### src/rtl/pwm_pkg.sv
// Shared types and defaults for the PWM measurement blocks.
package pwm_pkg;

    localparam int CNT_W_DEF = 16;

    typedef enum logic [1:0] {
        IDLE      = 2'd0,
        MEAS_HIGH = 2'd1,
        MEAS_LOW  = 2'd2
    } state_t;

endpackage

### src/rtl/pwm_sync_edge.sv
// Synchronizes the asynchronous PWM input and flags rising/falling edges.
module pwm_sync_edge #(
    parameter int SYNC_STAGES = 2
) (
    input  logic clk,
    input  logic rst,
    input  logic pwm_in,
    output logic rise,
    output logic fall
);

    logic [SYNC_STAGES-1:0] sync_p0;
    logic                   hist_p1;

    always_ff @(posedge clk or posedge rst) begin
        if (rst) begin
            sync_p0 <= '0;
            hist_p1 <= 1'b0;
        end else begin
            sync_p0 <= {sync_p0[SYNC_STAGES-2:0], pwm_in};
            hist_p1 <= sync_p0[SYNC_STAGES-1];
        end
    end

    // Synchronized level against its one-cycle-old copy.
    assign rise = sync_p0[SYNC_STAGES-1] & ~hist_p1;
    assign fall = ~sync_p0[SYNC_STAGES-1] & hist_p1;

endmodule

### src/rtl/pwm_capture.sv
// Measures PWM period and high time in prescaler ticks, rise to rise.
module pwm_capture
    import pwm_pkg::*;
#(
    parameter int CNT_W       = CNT_W_DEF,
    parameter int SYNC_STAGES = 2
) (
    input  logic             clk,
    input  logic             rst,
    input  logic             en,
    input  logic             tick,
    input  logic             pwm_in,
    output logic [CNT_W-1:0] period,
    output logic [CNT_W-1:0] high_time,
    output logic             valid,
    output logic             timeout
);

    localparam logic [CNT_W-1:0] CNT_MAX = '1;

    function automatic logic [CNT_W-1:0] sat_inc(input logic [CNT_W-1:0] v, input logic t);
        return (t && (v != CNT_MAX)) ? v + CNT_W'(1) : v;
    endfunction

    logic             rise;
    logic             fall;
    state_t           state, state_n;
    logic [CNT_W-1:0] cnt, cnt_n;
    logic [CNT_W-1:0] hi_lat, hi_lat_n;
    logic [CNT_W-1:0] period_n, high_time_n;
    logic             valid_n, timeout_n;
    logic             sat;
    logic [CNT_W-1:0] cnt_load;

    pwm_sync_edge #(
        .SYNC_STAGES(SYNC_STAGES)
    ) u_sync_edge (
        .clk   (clk),
        .rst   (rst),
        .pwm_in(pwm_in),
        .rise  (rise),
        .fall  (fall)
    );

    // A tick landing in the edge cycle belongs to the new measurement.
    assign cnt_load = CNT_W'(tick);
    assign sat      = (cnt == CNT_MAX) && tick;

    always_comb begin
        state_n     = state;
        cnt_n       = cnt;
        hi_lat_n    = hi_lat;
        period_n    = period;
        high_time_n = high_time;
        valid_n     = 1'b0;
        timeout_n   = 1'b0;
        if (!en) begin
            state_n = IDLE;
            cnt_n   = '0;
        end else begin
            case (state)
                IDLE: begin
                    if (rise) begin
                        state_n = MEAS_HIGH;
                        cnt_n   = cnt_load;
                    end
                end
                MEAS_HIGH: begin
                    if (sat) begin
                        state_n   = IDLE;
                        cnt_n     = '0;
                        timeout_n = 1'b1;
                    end else begin
                        cnt_n = sat_inc(cnt, tick);
                        if (fall) begin
                            hi_lat_n = cnt;
                            state_n  = MEAS_LOW;
                        end
                    end
                end
                MEAS_LOW: begin
                    // Saturation abandons the measurement even if an edge arrives now.
                    if (sat) begin
                        state_n   = IDLE;
                        cnt_n     = '0;
                        timeout_n = 1'b1;
                    end else if (rise) begin
                        period_n    = cnt;
                        high_time_n = hi_lat;
                        valid_n     = 1'b1;
                        cnt_n       = cnt_load;
                        state_n     = MEAS_HIGH;
                    end else begin
                        cnt_n = sat_inc(cnt, tick);
                    end
                end
                default: begin
                    state_n = IDLE;
                    cnt_n   = '0;
                end
            endcase
        end
    end

    always_ff @(posedge clk or posedge rst) begin
        if (rst) begin
            state     <= IDLE;
            cnt       <= '0;
            hi_lat    <= '0;
            period    <= '0;
            high_time <= '0;
            valid     <= 1'b0;
            timeout   <= 1'b0;
        end else begin
            state     <= state_n;
            cnt       <= cnt_n;
            hi_lat    <= hi_lat_n;
            period    <= period_n;
            high_time <= high_time_n;
            valid     <= valid_n;
            timeout   <= timeout_n;
        end
    end

endmodule

### config.mk
export PLATFORM = sky130hd
export DESIGN_NAME = pwm_capture
export DESIGN_NICKNAME = d
export VERILOG_FILES = /design/src/rtl/pwm_pkg.sv /design/src/rtl/pwm_sync_edge.sv /design/src/rtl/pwm_capture.sv
export SDC_FILE = /design/constraint.sdc
export NUM_CORES = 1
export LEC_CHECK = 0
export BUFFER_PORTS_ARGS = -buffer_cell sky130_fd_sc_hd__buf_2
export CAP_MARGIN = 15
export CORE_MARGIN = 2
export CORE_UTILIZATION = 61
export DETAILED_ROUTE_END_ITERATION = 8
export HOLD_SLACK_MARGIN = 0.05
export PLACE_DENSITY = 0.83
export SLEW_MARGIN = 25
export SYNTH_ARGS = -nofsm -noshare
export SYNTH_HDL_FRONTEND = slang
export SYNTH_SLANG_ARGS = --single-unit
### constraint.sdc
create_clock -name clk -period 4.46 [get_ports clk]
set_input_delay 0.223 -clock clk [delete_from_list [all_inputs] [get_ports clk]]
set_output_delay 0.223 -clock clk [all_outputs]
set_load 0.02 [all_outputs]
== Word level (Yosys, flattened, before mapping) ==
Cells that the tools add are included.

* Flip-flop bits (word level): 71
* Input port bits: 5
* Output and inout port bits: 34
* Logic and storage cells: 47

* Add/subtract/negate cells: 1
* Equal/unequal tests: 6
* Multiplexer cells: 20
* Bitwise operators: 5
* Reductions and logical operators: 6

{| class="wikitable"
|+ Operators with widths
! kind !! count
|-
| two-way mux 16 bit || 6
|-
| case mux 16 bit (3 select lines) || 1
|-
| adder 16 x 1 -> 16 bit, second input constant || 1
|-
| equality test 16 bit, second input constant || 1
|-
| inequality test 16 bit, second input constant || 1
|-
| two-way mux 2 bit || 5
|-
| AND reduction 4 bit || 2
|-
| two-way mux 1 bit || 7
|-
| case mux 2 bit (3 select lines) || 1
|-
| inequality test 4 bit, second input constant || 1
|-
| inequality test 3 bit, second input constant || 1
|-
| inverter 1 bit || 3
|-
| bitwise AND 1 bit || 2
|-
| equality test 2 x 1 -> 1 bit, second input constant || 1
|-
| equality test 2 bit, second input constant || 1
|-
| logical AND 1 bit || 2
|-
| zero test 2 bit || 1
|-
| OR reduction 2 bit || 1
|}

== Longest topological paths before layout ==
Gate-level depths: netlist of run 1.

* Word-level depth: 7
* Mapped depth: 8
* Depth with buffers taken out: 7

== By module ==
Synthesis of run 1 repeated with hierarchy kept, for this count alone.

* Cells, all modules: 251
* Area, all modules: 3156.8 sq um

{| class="wikitable"
|+ By module, submodules not included
! module !! times used !! cells an instance !! area each (sq um) !! sequential area each (sq um)
|-
| pwm_capture || 1 || 245 || 3062.9 || 1701.6
|-
| pwm_sync_edge || 1 || 6 || 93.8 || 75.1
|}

== Least setup slack after synthesis of run 1 ==
Ideal clock, no wire load.

* Path type: register to register
* Start: register cnt[0]
* End: register high_time[0]
* Arrival time: 1.967 ns
* Required time: 4.332 ns
* Slack: 2.366 ns
* Cell stages (with the launch flop): 8
* Path buffers: 1
* Clock period less this slack: 2.094 ns
* Path through: dfrtp_1 ha_1 nand2_1 or4_4 nor2_4 nor2_2 buf_2 mux2_1

* Cells in the longest elaborated chain, start to end: 4

{| class="wikitable"
|+ RTL lines
! what !! line !! text
|-
| from (decl) || pwm_capture.sv:28 || <nowiki>logic [CNT_W-1:0] cnt, cnt_n;</nowiki>
|-
| from (signal assigned) || pwm_capture.sv:116 || <nowiki>cnt <= cnt_n;</nowiki>
|-
| equality test 16 bit || pwm_capture.sv:47 || <nowiki>assign sat = (cnt == CNT_MAX) && tick;</nowiki>
|-
| logical AND 1 bit || pwm_capture.sv:47 ||
|-
| inverter 1 bit (no source line) || n/a ||
|-
| AND reduction 4 bit (no source line) || n/a ||
|-
| to (signal assigned) || pwm_capture.sv:119 || <nowiki>high_time <= high_time_n;</nowiki>
|-
| to (decl) || pwm_capture.sv:14 || <nowiki>output logic [CNT_W-1:0] high_time,</nowiki>
|}

Every way passes these cells.
A chain may end at the register's enable or synchronous reset.

== Worst setup path after layout of run 1 ==
* Start: register cnt[1]
* End: register high_time[7]

Same word-level chain as after synthesis.

==> results of run 1 <==
layer usage:
layer | vias up | part of all wire, % | track usage, %
met5 | - | 0 | 0
met4 | 0 | 2.1 | 12.7
met3 | 13 | 5.0 | 5.29
met2 | 73 | 49 | 39.7
met1 | 1084 | 44 | 30.4
li1 | 1038 | - | -
sequential cells by signal, indices dropped and copies added (netlist names):
register and flops:
cnt 16, hi_lat 16, high_time 16, period 16, state 2, timeout 1, u_sync_edge.hist_p1 1, u_sync_edge.sync_p0 2
valid 1
critical path, cell delays in order, from the launching register on:
cell     delay [ns]
dfrtp_1        0.44
ha_1           0.25
nand2_1        0.13
or4_4          0.57
nor2_4         0.18
nor2_2         0.14
buf_4          0.27
mux2_1         0.35
report_power, final:
group          total [mW]  leakage, nW  internal, mW  switching (mW)
logic              0.0575        0.762        0.0161          0.0414
registers           0.653        0.984         0.648         0.00418
clock network       0.568        0.114         0.345           0.223
total                1.28         1.86          1.01           0.268
placed cells by master, fill, tap and decap left out, drive strengths merged, types with 2 or more instances in the layout:
cell	count
dfrtp	71
mux2	48
buf	41
nand2	25
clkbuf	13
nand3	12
a31oi	11
o21ai	11
a21oi	8
inv	8
nor2	8
ha	5
nand4	4
and2	3
and3	3
nor4	3
or4	3
nor3	3
nand2b	2
nor2b	2
a211o	2
o31ai	2
o21bai	2
o211ai	2
bufinv	2
dlygate4sd3	2
worst min path at each step:
stage	slack [ns]	cells after the start	to	startpoint
2_1_floorplan	0.25	0	u_sync_edge.sync_p0[0]	pwm_in
3_3_place_gp	0.33	1	u_sync_edge.sync_p0[0]	pwm_in
3_5_place_dp	0.33	1	u_sync_edge.sync_p0[0]	pwm_in
4_1_cts	0.20	3	cnt[1]	tick
5_1_grt	0.22	3	cnt[1]	tick
6_report	0.21	3	cnt[1]	tick
kinds of logic (layout without fill, tap and decap cells):
kind of cell / after synthesis / count (layout) / share of synthesized area, %
buffers and inverters: 15 / 67 / 2.16
adder cells (fa/ha/maj): 5 / 5 / 2.00
multiplexers: 48 / 48 / 17.3
XOR/XNOR: 1 / 1 / 0.280
AO/OA/AOI/OAI: 45 / 45 / 9.43
flip-flops: 71 / 71 / 56.8
AND/OR/NAND/NOR: 71 / 71 / 12.1
through the flow:
step	cells	cell area [µm²]	setup WS, ns	hold slack [ns]	util [%]
after floorplan	256	3130	2.37	0.254	-
after global placement	360	3390	2.12	0.333	67.3
after detailed placement	360	3390	2.04	0.333	67.3
after CTS	378	3640	2.02	0.202	72.1
after global routing	378	3640	1.85	0.221	72.1
final	378	3640	1.99	0.213	72.1
layout make-up:
cell class,instances,area (µm²)
clock buffer,13,159
clock inverter,3,65.1
fill,353,1410
inverter,8,30.0
multi-input combinational,170,1290
sequential,71,1780
tap,70,87.6
timing repair buffer,43,233
==> flow_summary.ini, run 1 <==
[outcome]
status = finished, final reports clean

[clocking]
cts_buffers = 9
cts_sinks = 71
clkSlewWorstSetupHoldPaths_ns = 0.07
cts_root_buf = clkbuf_8
cts_tree = built
post_cts_buffers = 0
htree_levels = 3
clock_latency_ns = 0.35
ctsHoldBuffers = 2
cts_resized = 0
cts_max_path_buffers = 2

[synth]
syn_nets = 266
yosysTopAreaCell = dfrtp_1
ys_types = 43
synth_seq_cells = 71
synth_flop_cell = dfrtp_1
syn_inst = 256
synthTopCellsByCount = dfrtp_1, mux2_1, nand2_1
yosysWarningCount = 0
synthArstFlopShare_pct = 100
syn-cell-area_um2 = 3130
syn_area_per_cell_um2 = 12.2
ys_seq_area_share_pct = 56.8
synth_edf_count = 0
synth.most_common_cell = dfrtp_1
synth_area_leaders = dfrtp_1, mux2_1, nand2_1
synth_top_area_share_pct = 56.8

[hold_path]
hp-class = in2reg

[timing]
worst_pin_slew_ns = 0.930
drv_slew = 0
min_period_over_period_pct = 55.3
finalSetupViolCount = 0
max_freq_mhz = 405
hold_viol_final = 0
rsz0062_at_grt = no
tns_ns = 0
skew_ns = 0.00718
fin_crit_ns = 2.47
relSlewSlack_pct = 37.9

[global_routing]
grt_usage_pct = 24.3
grt_max_degree = 37
grt_pass1_wl_mm = 10.1
grt.overflow.total = 0
grt_pass1_vias = 2137
antenna_found_initial = 0

[placement]
routabilityCongestion = 0.906
io_buffers = 38
dpl.hpwl_mm = 4.19

[routing]
antenna_left = 0
vias_per_cell = 5.84
wl_mm = 6.11
vias = 2208
first_pass_iters = 7
drtIter0Drc = 155
drt-wirelength-per-cell_um = 16.2
drcViolationCount = 0

[layout]
nets = 313
antenna_cells = 0
drive_above_1_share_pct = 20.5
synthToLayoutAreaGrowth_pct = 16.2

[floorplan]
initial_utilization_pct = 62.1
die_w_um = 75.6
die_h_um = 75.6
core_area_um2 = 5040
row_count = 26
io_pins = 39
dieArea_um2 = 5720

[critical_path]
worstPathArrival_ns = 2.69
cp-startpoint = cnt[1]
worstPathRequired_ns = 4.68
reg2reg_depth = 7
worstSetupEndpoint = high_time[7]
r2r_start = cnt[1]
worstSetupEndpointType = register
critPathKind = reg2reg
timing.rr.end = high_time[7]
worst-r2r-setup-slack_ns = 1.99
start_kind = register
cp_max_fo = 25

[pwr]
power_density_nw_per_um2 = 351
ir_drop_v = 0.000233
total_power_mw = 1.28
leakage_nw = 1.86

[flow_run]
max_cap_violations = 0
No activity file was read; power rests on OpenSTA's default activity.
==> run 2: changes to the inputs <==
--- a/config.mk
+++ b/config.mk
@@ -8,10 +8,10 @@
 export BUFFER_PORTS_ARGS = -buffer_cell sky130_fd_sc_hd__buf_2
 export CAP_MARGIN = 15
 export CORE_MARGIN = 2
-export CORE_UTILIZATION = 61
+export CORE_UTILIZATION = 52
 export DETAILED_ROUTE_END_ITERATION = 8
 export HOLD_SLACK_MARGIN = 0.05
-export PLACE_DENSITY = 0.83
+export PLACE_DENSITY = 0.76
 export SLEW_MARGIN = 25
 export SYNTH_ARGS = -nofsm -noshare
 export SYNTH_HDL_FRONTEND = slang
==> constraint.sdc (replaced) <==
create_clock -name clk -period 2.1 [get_ports clk]
set_input_delay 0.105 -clock clk [delete_from_list [all_inputs] [get_ports clk]]
set_output_delay 0.105 -clock clk [all_outputs]
set_load 0.02 [all_outputs]
==> flow_summary.ini, run 2 (synthesis gave the netlist of run 1 again) <==
[outcome]
status = finished, final reports clean

[timing]
finalSetupViolCount = 0
worst_pin_slew_ns = 0.378
drv_slew = 0
min_period_over_period_pct = 96.8
rsz0062_at_grt = yes
fin_hold_ws_ns = 0.0967
tns_ns = 0
max_freq_mhz = 492
fin_crit_ns = 2.03
relSlewSlack_pct = 74.7
hold_viol_final = 0
skew_ns = 0.00916

[floorplan]
row_count = 28
initial_utilization_pct = 53.2
die_w_um = 81.6
core_area_um2 = 5890
die_h_um = 81.6
dieArea_um2 = 6660
io_pins = 39

[layout]
synthToLayoutAreaGrowth_pct = 24.7
fill_cells = 462
nets = 343
final_common_cell = dfrtp_1
drive_above_1_share_pct = 27.8
layout.area.seq_um2 = 1780
antenna_cells = 0
multiInputGateArea_um2 = 1290
final_cell_mix = dfrtp_1, mux2_1, buf_2

[clocking]
cts_root_buf = clkbuf_8
htree_levels = 3
cts_sinks = 71
clock_latency_ns = 0.34
cts_tree = built
clkSlewWorstSetupHoldPaths_ns = 0.07
cts_buffers = 9
cts_max_path_buffers = 2

[routing]
vias_per_cell = 5.71
drcViolationCount = 0
drt-wirelength-per-cell_um = 16.0
wl_mm = 6.62
antenna_left = 0
first_pass_iters = 4
wl_met2_mm = 3.20
top_layer = met4
wl_met1_mm = 2.85
route.met3.wl_um = 399
drtIter0Drc = 213
vias = 2359

[critical_path]
worstPathArrival_ns = 2.25
r2r_start = cnt[0]
critPathKind = reg2reg
cp-startpoint = cnt[0]
worstSetupEndpointType = register
timing.rr.end = high_time[15]
worstPathRequired_ns = 2.32
worst-r2r-setup-slack_ns = 0.07
start_kind = register
cp_max_fo = 19
reg2reg_depth = 7

[pwr]
power_density_nw_per_um2 = 663
power_frac_comb_pct = 5.7
p_int_mw = 2.01
leakage_nw = 2.01
ir_drop_v = 0.000439
p_sw_share_pct = 22.4
seqPwrFrac_pct = 53.5
clockPowerShare_pct = 40.8
p_switching_mw = 0.579

[global_routing]
grt_pass1_vias = 2289
antenna_found_initial = 0
grt_pass1_wl_mm = 10.9
grt_usage_pct = 22.2
grt_max_degree = 72
grt.overflow.total = 0

[hold_path]
min_to = cnt[1]
min_from = tick
whs_path_depth = 3
hp-class = in2reg

[flow_run]
max_cap_violations = 0

[placement]
io_buffers = 38
routabilityCongestion = 0.941
dpl.hpwl_mm = 4.75
## run 2: cell count changes in the layout (fill, tap and decap cells not counted), sizes merged
cell,change
clkinvlp,+1
buf,+30
bufinv,-1
## run 2: critical path, cell delays in order, from the launching register on
cell	delay (ns)
dfrtp_1	0.36
ha_2	0.19
nand2_1	0.07
or4_4	0.55
nor2_4	0.15
nor2_2	0.09
buf_12	0.16
mux2_1	0.33
## run 2: repair_timing
item,in CTS,in global routing
setup buffers,0,4
endpoints found under the setup margin,0,49
resized for setup,0,2
hold endpoints to repair,72,0
hold buffers,2,0
## run 2: how the worst max path moves through the flow
| stage | end | slack [ns] | cells past startpoint |
|---|---|---|---|
| floorplan | high_time[0] | 0.006 | 7 |
| global placement | period[10] | 0.1 | 7 |
| detailed placement | high_time[15] | 0.06 | 7 |
| CTS | high_time[15] | 0.03 | 7 |
| global route | high_time[15] | -0.05 | 6 |
| finish | high_time[15] | 0.07 | 7 |
## run 2: power by group through the flow
stage	combinational (mW)	sequential, mW	clock, mW
after floorplan	0.0845	1.41	0
final	0.147	1.38	1.06
after global routing	0.164	1.39	1.15
after global placement	0.137	1.41	0
after detailed placement	0.141	1.41	0
after CTS	0.144	1.38	1.07
## run 2: final cells by class
class | instances | share of cell area [%]
clock inverters | 3 | 1.09
well taps | 75 | 2.40
multi-input cells | 170 | 33.1
inverters | 8 | 0.769
repair buffers | 73 | 13.3
clock buffers | 13 | 3.81
flip-flops and latches | 71 | 45.5
## run 2: metal layers
layer  up-vias  GRT usage, %
met4         0          10.3
li1       1089             -
met5         -             0
met3        17          6.04
met2        94          34.9
met1      1159          28.7
## run 2: stage by stage
step,power (mW),utilization (%),std cells,area [µm²],setup WS [ns]
6_report,2.59,66.3,413,3900,0.0670
5_1_grt,2.70,66.3,413,3900,-0.0530
4_1_cts,2.60,65.7,409,3870,0.0262
3_5_place_dp,1.55,62.1,391,3660,0.0639
3_3_place_gp,1.55,62.1,391,3660,0.0995
2_1_floorplan,1.50,-,256,3130,0.00557
==> run 3: changes to the inputs <==
--- a/config.mk
+++ b/config.mk
@@ -11,8 +11,9 @@
 export CORE_UTILIZATION = 52
 export DETAILED_ROUTE_END_ITERATION = 8
 export HOLD_SLACK_MARGIN = 0.05
-export PLACE_DENSITY = 0.76
+export PLACE_DENSITY = 0.75
 export SLEW_MARGIN = 25
 export SYNTH_ARGS = -nofsm -noshare
 export SYNTH_HDL_FRONTEND = slang
+export SYNTH_HIERARCHICAL = 1
 export SYNTH_SLANG_ARGS = --single-unit
==> flow_summary.ini, run 3 <==
[critical_path]
worstPathArrival_ns = 2.19
critPathKind = reg2reg
worst-r2r-setup-slack_ns = 0.14
worstPathRequired_ns = 2.33
worstSetupEndpointType = register
start_kind = register
cp_max_fo = 9

[global_routing]
grt.overflow.total = 0
grt_pass1_vias = 2140
grt_pass1_wl_mm = 10.2
grt_max_degree = 44
antenna_found_initial = 0
grt_usage_pct = 20.4

[synth]
synthArstFlopShare_pct = 100
syn_inst = 251
yosysWarningCount = 6
synth_seq_cells = 71
ys_seq_area_share_pct = 56.3
ys_types = 45
synth_edf_count = 0
syn_nets = 261
yosysTopAreaCell = dfrtp_1
synth_area_leaders = dfrtp_1, mux2_2, o21ai_0
synth_top_area_share_pct = 56.3
syn-cell-area_um2 = 3160
syn_area_per_cell_um2 = 12.6
synthTopCellsByCount = dfrtp_1, mux2_2, o21ai_0
synth.most_common_cell = dfrtp_1
synth_flop_cell = dfrtp_1

[layout]
synthToLayoutAreaGrowth_pct = 21.3
stdcell_count = 403
drive_above_1_share_pct = 43.6
final_common_cell = dfrtp_1
fin_util_pct = 65.1
final_cell_mix = dfrtp_1, mux2_2, buf_2
nets = 334
antenna_cells = 0

[timing]
relSlewSlack_pct = 62.4
hold_viol_final = 0
max_freq_mhz = 510
finalSetupViolCount = 0
min_period_over_period_pct = 93.5
tns_ns = 0
rsz0062_at_grt = no
drv_slew = 0
fin_crit_ns = 1.96
timing.final.ws_setup_ns = 0.137
skew_ns = 0.0110
worst_pin_slew_ns = 0.563

[placement]
dpl.hpwl_mm = 4.36
dp_slack_ns = -0.0394
dp.cells = 385
io_buffers = 38
routabilityCongestion = 0.873

[flow_run]
max_cap_violations = 0

[routing]
vias_per_cell = 5.50
drcViolationCount = 0
wl_mm = 6.15
first_pass_iters = 4
drt-wirelength-per-cell_um = 15.3
drtIter0Drc = 85
vias = 2215
antenna_left = 0

[outcome]
status = finished, final reports clean

[floorplan]
die_h_um = 81.9
core_area_um2 = 5890
die_w_um = 81.9
io_pins = 39
initial_utilization_pct = 53.6
row_count = 28
dieArea_um2 = 6710

[pwr]
power_density_nw_per_um2 = 669
leakage_nw = 1.95
p_sw_share_pct = 23.3
total_power_mw = 2.56
seqPwrFrac_pct = 54.0
p_int_mw = 1.96
clockPowerShare_pct = 40.8
ir_drop_v = 0.000442
p_switching_mw = 0.596
power_frac_comb_pct = 5.1

[clocking]
cts_tree = built
clkSlewWorstSetupHoldPaths_ns = 0.07
clock_latency_ns = 0.35
post_cts_buffers = 0
cts_sinks = 71
cts_root_buf = clkbuf_8
cts_max_path_buffers = 2
cts_buffers = 9
htree_levels = 3

[hold_path]
hp-class = in2reg
## run 3: what timing repair did
action,in CTS,in global routing
gates resized for setup,1,3
hold endpoints to repair,30,0
setup endpoints to repair,16,4
hold buffers,3,0
## run 3: power by group through the flow
stage | Clock [mW] | Combinational (mW) | Sequential (mW)
floorplan | 0 | 0.0801 | 1.41
global placement | 0 | 0.125 | 1.41
finish | 1.05 | 0.131 | 1.38
CTS | 1.06 | 0.133 | 1.38
detailed placement | 0 | 0.128 | 1.41
global route | 1.13 | 0.149 | 1.38
## run 3: per-stage QoR
| stage | hold slack (ns) | instance area, µm² |
|---|---|---|
| after global routing | 0.126 | 3830 |
| after floorplan | -0.141 | 3160 |
| after detailed placement | -0.00841 | 3600 |
| after CTS | 0.109 | 3820 |
| final | 0.106 | 3830 |
| after global placement | -0.0136 | 3600 |
## run 3: final timing paths
check,from,endpoint,depth (start not counted)
hold / removal,tick,cnt[0],3
setup / recovery,cnt[0],cnt[7],7
min in group asynchronous,rst,u_sync_edge/sync_p0[1],3
max in group asynchronous,rst,high_time[4],4
hold reg to reg,u_sync_edge/sync_p0[0],u_sync_edge/sync_p0[1],0
setup reg to reg,cnt[0],cnt[7],7
## run 3: cells by family after synthesis
kind of cell / Yosys count / share of synthesized area (%)
adder cells (fa/ha/maj): 5 / 1.98
AO/OA/AOI/OAI: 46 / 9.55
multiplexers: 50 / 17.8
AND/OR/NAND/NOR: 60 / 10.5
buffers and inverters: 18 / 3.69
XOR/XNOR: 1 / 0.277
flip-flops: 71 / 56.3
## run 3: metal layers
metal	global-route usage, %	wire length [µm]	part of all wire, %
met1	27.1	2920	48
met2	31.8	2810	46
met5	0	0	0
met4	9.67	171	2.8
met3	4.40	242	3.9
## run 3: final cells by class
| cell class | count | area [µm²] |
|---|---|---|
| fill | 463 | 2060 |
| clock inverter | 6 | 61.3 |
| sequential | 71 | 1780 |
| clock buffer | 9 | 124 |
| timing repair buffer | 71 | 462 |
| multi-input combinational | 162 | 1280 |
| inverter | 9 | 33.8 |
| tap | 75 | 93.8 |
## run 3: worst max-delay path, stage by stage (launching register included)
cell     delay [ns]
dfrtp_1        0.36
ha_1           0.19
nand2_1        0.08
or4_4          0.52
o21ai_0        0.24
buf_4          0.22
nor4_2         0.06
o21a_1         0.18
